### src/rtl/div_pkg.sv
// Shared definitions for the iterative divider.
//   state_t   : controller state encoding
//   cnt_width : width of the bit counter needed to count n restoring steps
package div_pkg;

  typedef enum logic [1:0] {
    IDLE = 2'd0,
    CALC = 2'd1,
    FIX  = 2'd2,
    DONE = 2'd3
  } state_t;

  function automatic int cnt_width(input int width);
    return (width < 2) ? 1 : $clog2(width);
  endfunction

endpackage

### src/rtl/signed_or_unsigned_div_if.sv
// Operand/result handshake bundle for signed_or_unsigned_div.
//   master : producer of operands and consumer of results (e.g. testbench)
//   slave  : the divider
// div_by_zero exists only when DIV_BY_ZERO_FLAG_EN is defined.
interface signed_or_unsigned_div_if #(parameter int n = 8);
  logic [n-1:0] a;
  logic [n-1:0] b;
  logic         signed_div;
  logic         arg_vld;
  logic         arg_rdy;
  logic [n-1:0] quo;
  logic [n-1:0] rem;
  logic         res_vld;
  logic         res_rdy;
`ifdef DIV_BY_ZERO_FLAG_EN
  logic         div_by_zero;

  modport master (
    output a, b, signed_div, arg_vld, res_rdy,
    input  arg_rdy, quo, rem, res_vld, div_by_zero
  );
  modport slave (
    input  a, b, signed_div, arg_vld, res_rdy,
    output arg_rdy, quo, rem, res_vld, div_by_zero
  );
`else
  modport master (
    output a, b, signed_div, arg_vld, res_rdy,
    input  arg_rdy, quo, rem, res_vld
  );
  modport slave (
    input  a, b, signed_div, arg_vld, res_rdy,
    output arg_rdy, quo, rem, res_vld
  );
`endif
endinterface

### src/rtl/div_step.sv
// One combinational restoring-division step.
//   prem     : partial remainder entering the step (always < dvs)
//   dvd_bit  : next dividend bit, shifted in at the LSB
//   dvs      : divisor magnitude
//   prem_nxt : partial remainder leaving the step
//   q_bit    : quotient bit produced by the step
module div_step #(
  parameter int n = 8
) (
  input  logic [n-1:0] prem,
  input  logic         dvd_bit,
  input  logic [n-1:0] dvs,
  output logic [n-1:0] prem_nxt,
  output logic         q_bit
);
  logic [n:0]   shifted;
  logic [n-1:0] diff;

  assign shifted = {prem, dvd_bit};
  assign q_bit   = (shifted >= {1'b0, dvs});
  // When the subtraction succeeds the exact difference is below dvs, so the
  // low n bits of a modular subtract are the whole answer.
  assign diff     = shifted[n-1:0] - dvs;
  assign prem_nxt = q_bit ? diff : shifted[n-1:0];
endmodule

### src/rtl/signed_or_unsigned_div.sv
// Iterative n-bit divider, one restoring step per clock.
// Operands are unsigned or two's complement per signed_div; results truncate
// toward zero with the remainder taking the dividend's sign.
// Ports:
//   clk : rising-edge clock
//   rst : synchronous active-low reset
//   bus : slave side of signed_or_unsigned_div_if (a, b, signed_div, arg_vld,
//         arg_rdy, quo, rem, res_vld, res_rdy, div_by_zero)
// Build option: DIV_BY_ZERO_FLAG_EN adds the registered div_by_zero output.
//
// state | meaning
// IDLE  | waiting for operands, arg_rdy high
// CALC  | n restoring steps, one per cycle
// FIX   | sign correction and special cases, load quo/rem
// DONE  | result held until res_rdy (res_vld rises one cycle after entry)
module signed_or_unsigned_div
  import div_pkg::*;
#(
  parameter int n = 8
) (
  input logic                      clk,
  input logic                      rst,
  signed_or_unsigned_div_if.slave  bus
);
  localparam int CW = cnt_width(n);

  state_t       state, state_nxt;
  logic [CW-1:0] cnt;
  logic [n-1:0] dvd, dvs, a_orig, prem, q_acc;
  logic         a_neg, q_neg, b_zero;
  logic [n-1:0] prem_nxt;
  logic         q_bit;
  logic         a_sgn, b_sgn;
  logic [n-1:0] quo_fix, rem_fix;
  logic [n-1:0] quo_r, rem_r;
  logic         arg_rdy_r, res_vld_r;
  logic         accept, res_take;

  assign accept   = (state == IDLE) && bus.arg_vld && arg_rdy_r;
  assign res_take = res_vld_r && bus.res_rdy;
  assign a_sgn    = bus.signed_div && bus.a[n-1];
  assign b_sgn    = bus.signed_div && bus.b[n-1];

  div_step #(.n(n)) u_step (
    .prem     (prem),
    .dvd_bit  (dvd[n-1]),
    .dvs      (dvs),
    .prem_nxt (prem_nxt),
    .q_bit    (q_bit)
  );

  always_ff @(posedge clk) begin
    if (!rst) state <= IDLE;
    else      state <= state_nxt;
  end

  always_comb begin
    state_nxt = state;
    case (state)
      IDLE: if (accept) state_nxt = CALC;
      CALC: if (cnt == CW'(n - 1)) state_nxt = FIX;
      FIX:  state_nxt = DONE;
      DONE: if (res_take) state_nxt = IDLE;
      default: state_nxt = IDLE;
    endcase
  end

  // Magnitudes are plain n-bit values, so |most negative| needs no extra bit
  // and the overflow case (most negative / -1) wraps back to a by itself.
  always_comb begin
    quo_fix = q_acc;
    rem_fix = prem;
    if (b_zero) begin
      quo_fix = '1;
      rem_fix = a_orig;
    end else begin
      if (q_neg) quo_fix = ~q_acc + n'(1);
      if (a_neg) rem_fix = ~prem + n'(1);
    end
  end

  always_ff @(posedge clk) begin
    if (!rst) begin
      arg_rdy_r <= 1'b0;
      res_vld_r <= 1'b0;
      quo_r     <= '0;
      rem_r     <= '0;
      cnt       <= '0;
      dvd       <= '0;
      dvs       <= '0;
      a_orig    <= '0;
      prem      <= '0;
      q_acc     <= '0;
      a_neg     <= 1'b0;
      q_neg     <= 1'b0;
      b_zero    <= 1'b0;
    end else begin
      arg_rdy_r <= (state_nxt == IDLE);
      // One bubble cycle in DONE before res_vld, giving accept-to-valid n+2.
      res_vld_r <= (state == DONE) && !res_take;
      case (state)
        IDLE: if (accept) begin
          dvd    <= a_sgn ? ~bus.a + n'(1) : bus.a;
          dvs    <= b_sgn ? ~bus.b + n'(1) : bus.b;
          a_orig <= bus.a;
          a_neg  <= a_sgn;
          q_neg  <= a_sgn ^ b_sgn;
          b_zero <= (bus.b == '0);
          prem   <= '0;
          q_acc  <= '0;
          cnt    <= '0;
        end
        CALC: begin
          prem  <= prem_nxt;
          q_acc <= {q_acc[n-2:0], q_bit};
          dvd   <= {dvd[n-2:0], 1'b0};
          cnt   <= (cnt == CW'(n - 1)) ? '0 : cnt + CW'(1);
        end
        FIX: begin
          quo_r <= quo_fix;
          rem_r <= rem_fix;
        end
        default: ;
      endcase
    end
  end

  assign bus.arg_rdy = arg_rdy_r;
  assign bus.res_vld = res_vld_r;
  assign bus.quo     = quo_r;
  assign bus.rem     = rem_r;

`ifdef DIV_BY_ZERO_FLAG_EN
  logic dbz_r;

  always_ff @(posedge clk) begin
    if (!rst)                 dbz_r <= 1'b0;
    else if (accept)          dbz_r <= 1'b0;
    else if (state == FIX)    dbz_r <= b_zero;
  end

  assign bus.div_by_zero = dbz_r;
`endif
endmodule
### src/flat_wrapper.sv
// flat-port wrapper written by rule: the top's interface ports become plain ports
module signed_or_unsigned_div_flat import div_pkg::*;
#(
  parameter int n = 8
)
  (clk, rst, bus_a, bus_b, bus_signed_div, bus_arg_vld, bus_res_rdy, bus_arg_rdy, bus_quo, bus_rem, bus_res_vld);
  signed_or_unsigned_div_if #(.n(n)) bus_i ();
  input logic clk;
  input logic rst;
  input wire logic [$bits(bus_i.a)-1:0] bus_a;
  input wire logic [$bits(bus_i.b)-1:0] bus_b;
  input wire logic [$bits(bus_i.signed_div)-1:0] bus_signed_div;
  input wire logic [$bits(bus_i.arg_vld)-1:0] bus_arg_vld;
  input wire logic [$bits(bus_i.res_rdy)-1:0] bus_res_rdy;
  output wire logic [$bits(bus_i.arg_rdy)-1:0] bus_arg_rdy;
  output wire logic [$bits(bus_i.quo)-1:0] bus_quo;
  output wire logic [$bits(bus_i.rem)-1:0] bus_rem;
  output wire logic [$bits(bus_i.res_vld)-1:0] bus_res_vld;
  assign bus_i.a = bus_a;
  assign bus_i.b = bus_b;
  assign bus_i.signed_div = bus_signed_div;
  assign bus_i.arg_vld = bus_arg_vld;
  assign bus_i.res_rdy = bus_res_rdy;
  assign bus_arg_rdy = bus_i.arg_rdy;
  assign bus_quo = bus_i.quo;
  assign bus_rem = bus_i.rem;
  assign bus_res_vld = bus_i.res_vld;
  signed_or_unsigned_div #(.n(n)) u_core (.clk(clk), .rst(rst), .bus(bus_i));
endmodule
### config.mk
export PLATFORM = sky130hd
export DESIGN_NAME = signed_or_unsigned_div_flat
export DESIGN_NICKNAME = d
export VERILOG_FILES = /design/src/rtl/div_pkg.sv /design/src/rtl/signed_or_unsigned_div_if.sv /design/src/rtl/div_step.sv /design/src/rtl/signed_or_unsigned_div.sv /design/src/flat_wrapper.sv
export SDC_FILE = /design/constraint.sdc
export NUM_CORES = 1
export LEC_CHECK = 0
export ABC_AREA = 1
export CAP_MARGIN = 20
export CORE_MARGIN = 10
export CORE_UTILIZATION = 35
export DETAILED_ROUTE_END_ITERATION = 12
export DONT_BUFFER_PORTS = 1
export GPL_TIMING_DRIVEN = 0
export SKIP_CTS_REPAIR_TIMING = 1
export SYNTH_ARGS = -nofsm -noshare
export SYNTH_HDL_FRONTEND = slang
export SYNTH_HIERARCHICAL = 1
export SYNTH_SLANG_ARGS = --single-unit
### constraint.sdc
create_clock -name clk -period 2.3 [get_ports clk]
set_clock_uncertainty 0.05 [all_clocks]
set_input_delay 0.345 -clock clk [delete_from_list [all_inputs] [get_ports clk]]
set_output_delay 0.345 -clock clk [all_outputs]
set_load 0.02 [all_outputs]
==> qor.txt <==
Met2 capacity usage during global routing: 20.69%
YS warnings: 6
Post-detailed-route wirelength per cell: 13.96 um
Minimum period implied by the final worst setup slack: 1.925 ns
Root Buffer: sky130_fd_sc_hd__clkbuf_8
Die span in y: 124.1 um
Growth of design area from synthesis to finish: 10.52%
Data arrival time of the critical path: 2.08 ns
Overall power of the completed layout: 4.232 mW
Number of nets still failing antenna checks after routing: 0
Post-route setup TNS: 0 ns
Number of port buffers: 0
Post-synth design cell area: 3795 um2
Transition time of the tightest slew-check pin: 0.6080 ns
Final cell area excluding filler cells: 4194 um2
Cell types occupying the most area after synthesis: sky130_fd_sc_hd__dfxtp_1 (35%), sky130_fd_sc_hd__nand2_1 (15%), sky130_fd_sc_hd__a21oi_1 (7.5%), sky130_fd_sc_hd__inv_1 (6.1%), sky130_fd_sc_hd__nand3_1 (5.5%)
Insertion delay of the later-clocked pin in the worst-skew pair: 0.35 ns
Area leader, netlist: sky130_fd_sc_hd__dfxtp_1
Cell-by-cell trace of the critical path: inv_1 > ha_1 > nand2_1 > inv_2 > nand2_2 > nor2_4 > nor2_4 > nand2_8 > nand2_4 > nand2_2 > nand2_1 > a21oi_1
Clock-pin transition on the worst setup and hold timing paths: 0.07 ns
Share of synthesized flip-flops with an asynchronous set or reset: 0%
GR Util All Layers: 13.39%
Final worst hold slack: 0.1032 ns
Maximum frequency from static timing analysis: 0.5195 GHz
Post-layout net count: 606
Final hold viol count: 0
Pin count of the biggest net entering global routing: 12
Total vias in the final route: 3,551
Headroom to the max-slew limit: 59.46%
Number of synthesized register bits: 66
Leakage power: 1.856 nW
Number of antenna violations at the first check in global routing: 0
Max Buffers Root-to-Sink: 2
Number of endpoints failing setup at the final stage: 0
Met1 track utilization from global routing: 17.41%
Fin. max-slew vios: 0
Most used standard cells in the synthesized netlist: sky130_fd_sc_hd__nand2_1 (155), sky130_fd_sc_hd__dfxtp_1 (66), sky130_fd_sc_hd__inv_1 (62)
HPWL after detailed placement: 7796 um
Capturing element type of the critical path: register
Antenna cells: 0
Run status: complete, no violations
Number of DRC markers in iteration 0: 244
# DRC: 0
Post-synthesis sequential area ratio: 34.82%
Area after DPL: 3965 um2
Cell with the biggest individual delay on the critical path: sky130_fd_sc_hd__ha_1
Power density over the cells: 1009 nW/um2
Weighted congestion reported at the end of routability-driven placement: 0.9096
Starting utilization of the core area: 36.27%
Net count after synthesis: 595
Maximum vdd drop: 337.8 uV
Clock tree from TritonCTS: done
Depth of the CTS H-tree: 3
Number of instances in the synthesized netlist: 559
Busiest grt layer: met2
Number of vias per cell: 4.994
Crit start category: register
FP Rows: 37
Worst setup path category: register to register
Fraction of met3 tracks used by global routing: 3.846%
Portion of synthesized cell area occupied by the leading cell type: 34.82%
Fraction of final layout cells sized beyond drive strength 1: 11.48%
Avg Inst Size Synth: 6.789 um2
Cts bufs inserted: 9
First-pass iteration count of the detailed router: 5
Number of global-route vias before repair: 3,360
Number of enable-type register cells in the synthesized netlist: 0
Critical path's largest stage delay: 0.37 ns
GRT overflow: 0
Area of the placeable core: 10,460 um2
Chip width: 124.1 um
Worst EP required: 2.45 ns
Most numerous cell in the Yosys netlist: sky130_fd_sc_hd__nand2_1
Biggest fanout along the worst timing path: 9
Maxcap violations: 0
Die area: 15,410 um2
Setup repair after global routing missed its margin: no
Period Utilization, post-route: 83.69%
Io pins: 39
Routed wire length: 9928 um
Most used DFF post-synth: sky130_fd_sc_hd__dfxtp_1
Distinct cell type count of the synthesized netlist: 38
Global-route wire length before repair: 16,580 um
Path type of the worst min-delay path: input pin to register
Clock sink count: 66
[final cells by class]
cell class | count | area, um2
Buffer | 19 | 93.84
Clock buffer | 12 | 155.1
Clock inverter | 4 | 73.82
Fill cell | 1133 | 6269
Inverter | 73 | 276.5
Multi-Input combinational cell | 401 | 2103
Sequential cell | 66 | 1321
Tap cell | 136 | 170.2
[layer usage]
layer / wire length [um] / vias to the layer above
li1: - / 1821
met1: 4568 / 1629
met4: 124 / 0
met3: 774 / 9
met2: 4461 / 92
met5: 0 / -
[critical path: cells and delay by family (launching register included)]
kind            cells  cell delay (ns)
buf+inv             2             0.13
compound gates      1             0.06
fa+ha+maj           1             0.37
flops               1             0.34
simple gates        8             0.84
[per-stage QoR]
step / util [%] / std cells / setup slack (ns)
after floorplan: - / 559 / 0.5934
after global placement: 37.90 / 695 / 0.4070
after detailed placement: 37.90 / 695 / 0.3778
after CTS: 40.09 / 711 / 0.3734
after global routing: 40.09 / 711 / 0.2011
final: 40.09 / 711 / 0.3752
[final timing paths]
check | cells after the start | from | slack (ns) | endpoint
worst min-delay path | 2 | bus_b[1] | 0.10 | u_core/dvs[1]
worst max register to register | 12 | u_core/dvs[5] | 0.38 | u_core/prem[7]
worst max-delay path | 12 | u_core/dvs[5] | 0.38 | u_core/prem[7]
worst min register to register | 1 | u_core/cnt[0] | 0.41 | u_core/cnt[0]
[power breakdown]
part           switching, mW  total, mW  internal [mW]  leakage, nW
sequential             0.131       1.39           1.26        0.536
clock                  0.439       1.11          0.670        0.117
combinational           1.13       1.73          0.602         1.20
total                   1.70       4.23           2.53         1.86
[logic make-up after synthesis]
family / after synthesis / share of synthesized area [%]
AND/OR/NAND/NOR: 273 / 33.56
AO/OA/AOI/OAI: 103 / 14.41
buffers and inverters: 92 / 9.759
flip-flops: 66 / 34.82
adder cells (fa/ha/maj): 15 / 5.143
XOR/XNOR: 10 / 2.308
[state kept, by name, indices dropped and copies added (netlist names)]
register            cells
u_core/a_neg            1
u_core/a_orig           8
u_core/b_zero           1
u_core/bus.arg_rdy      1
u_core/bus.quo          8
u_core/bus.rem          8
u_core/bus.res_vld      1
u_core/cnt              3
u_core/dvd              8
u_core/dvs              8
u_core/prem             8
u_core/q_acc            8
u_core/q_neg            1
u_core/state            2
[cells in the final DEF (no fill, tap or decap), drive strengths merged, types with 3 or more instances in the layout]
master	n
nand2	171
inv	71
dfxtp	66
a21oi	59
nand3	44
nor2	40
o21ai	32
clkbuf	20
ha	14
buf	11
xor2	7
a31oi	6
nand4	6
nor3	6
clkinv	4
xnor2	3
nand3b	3
Note: power is estimated with default switching activity, not from simulation.
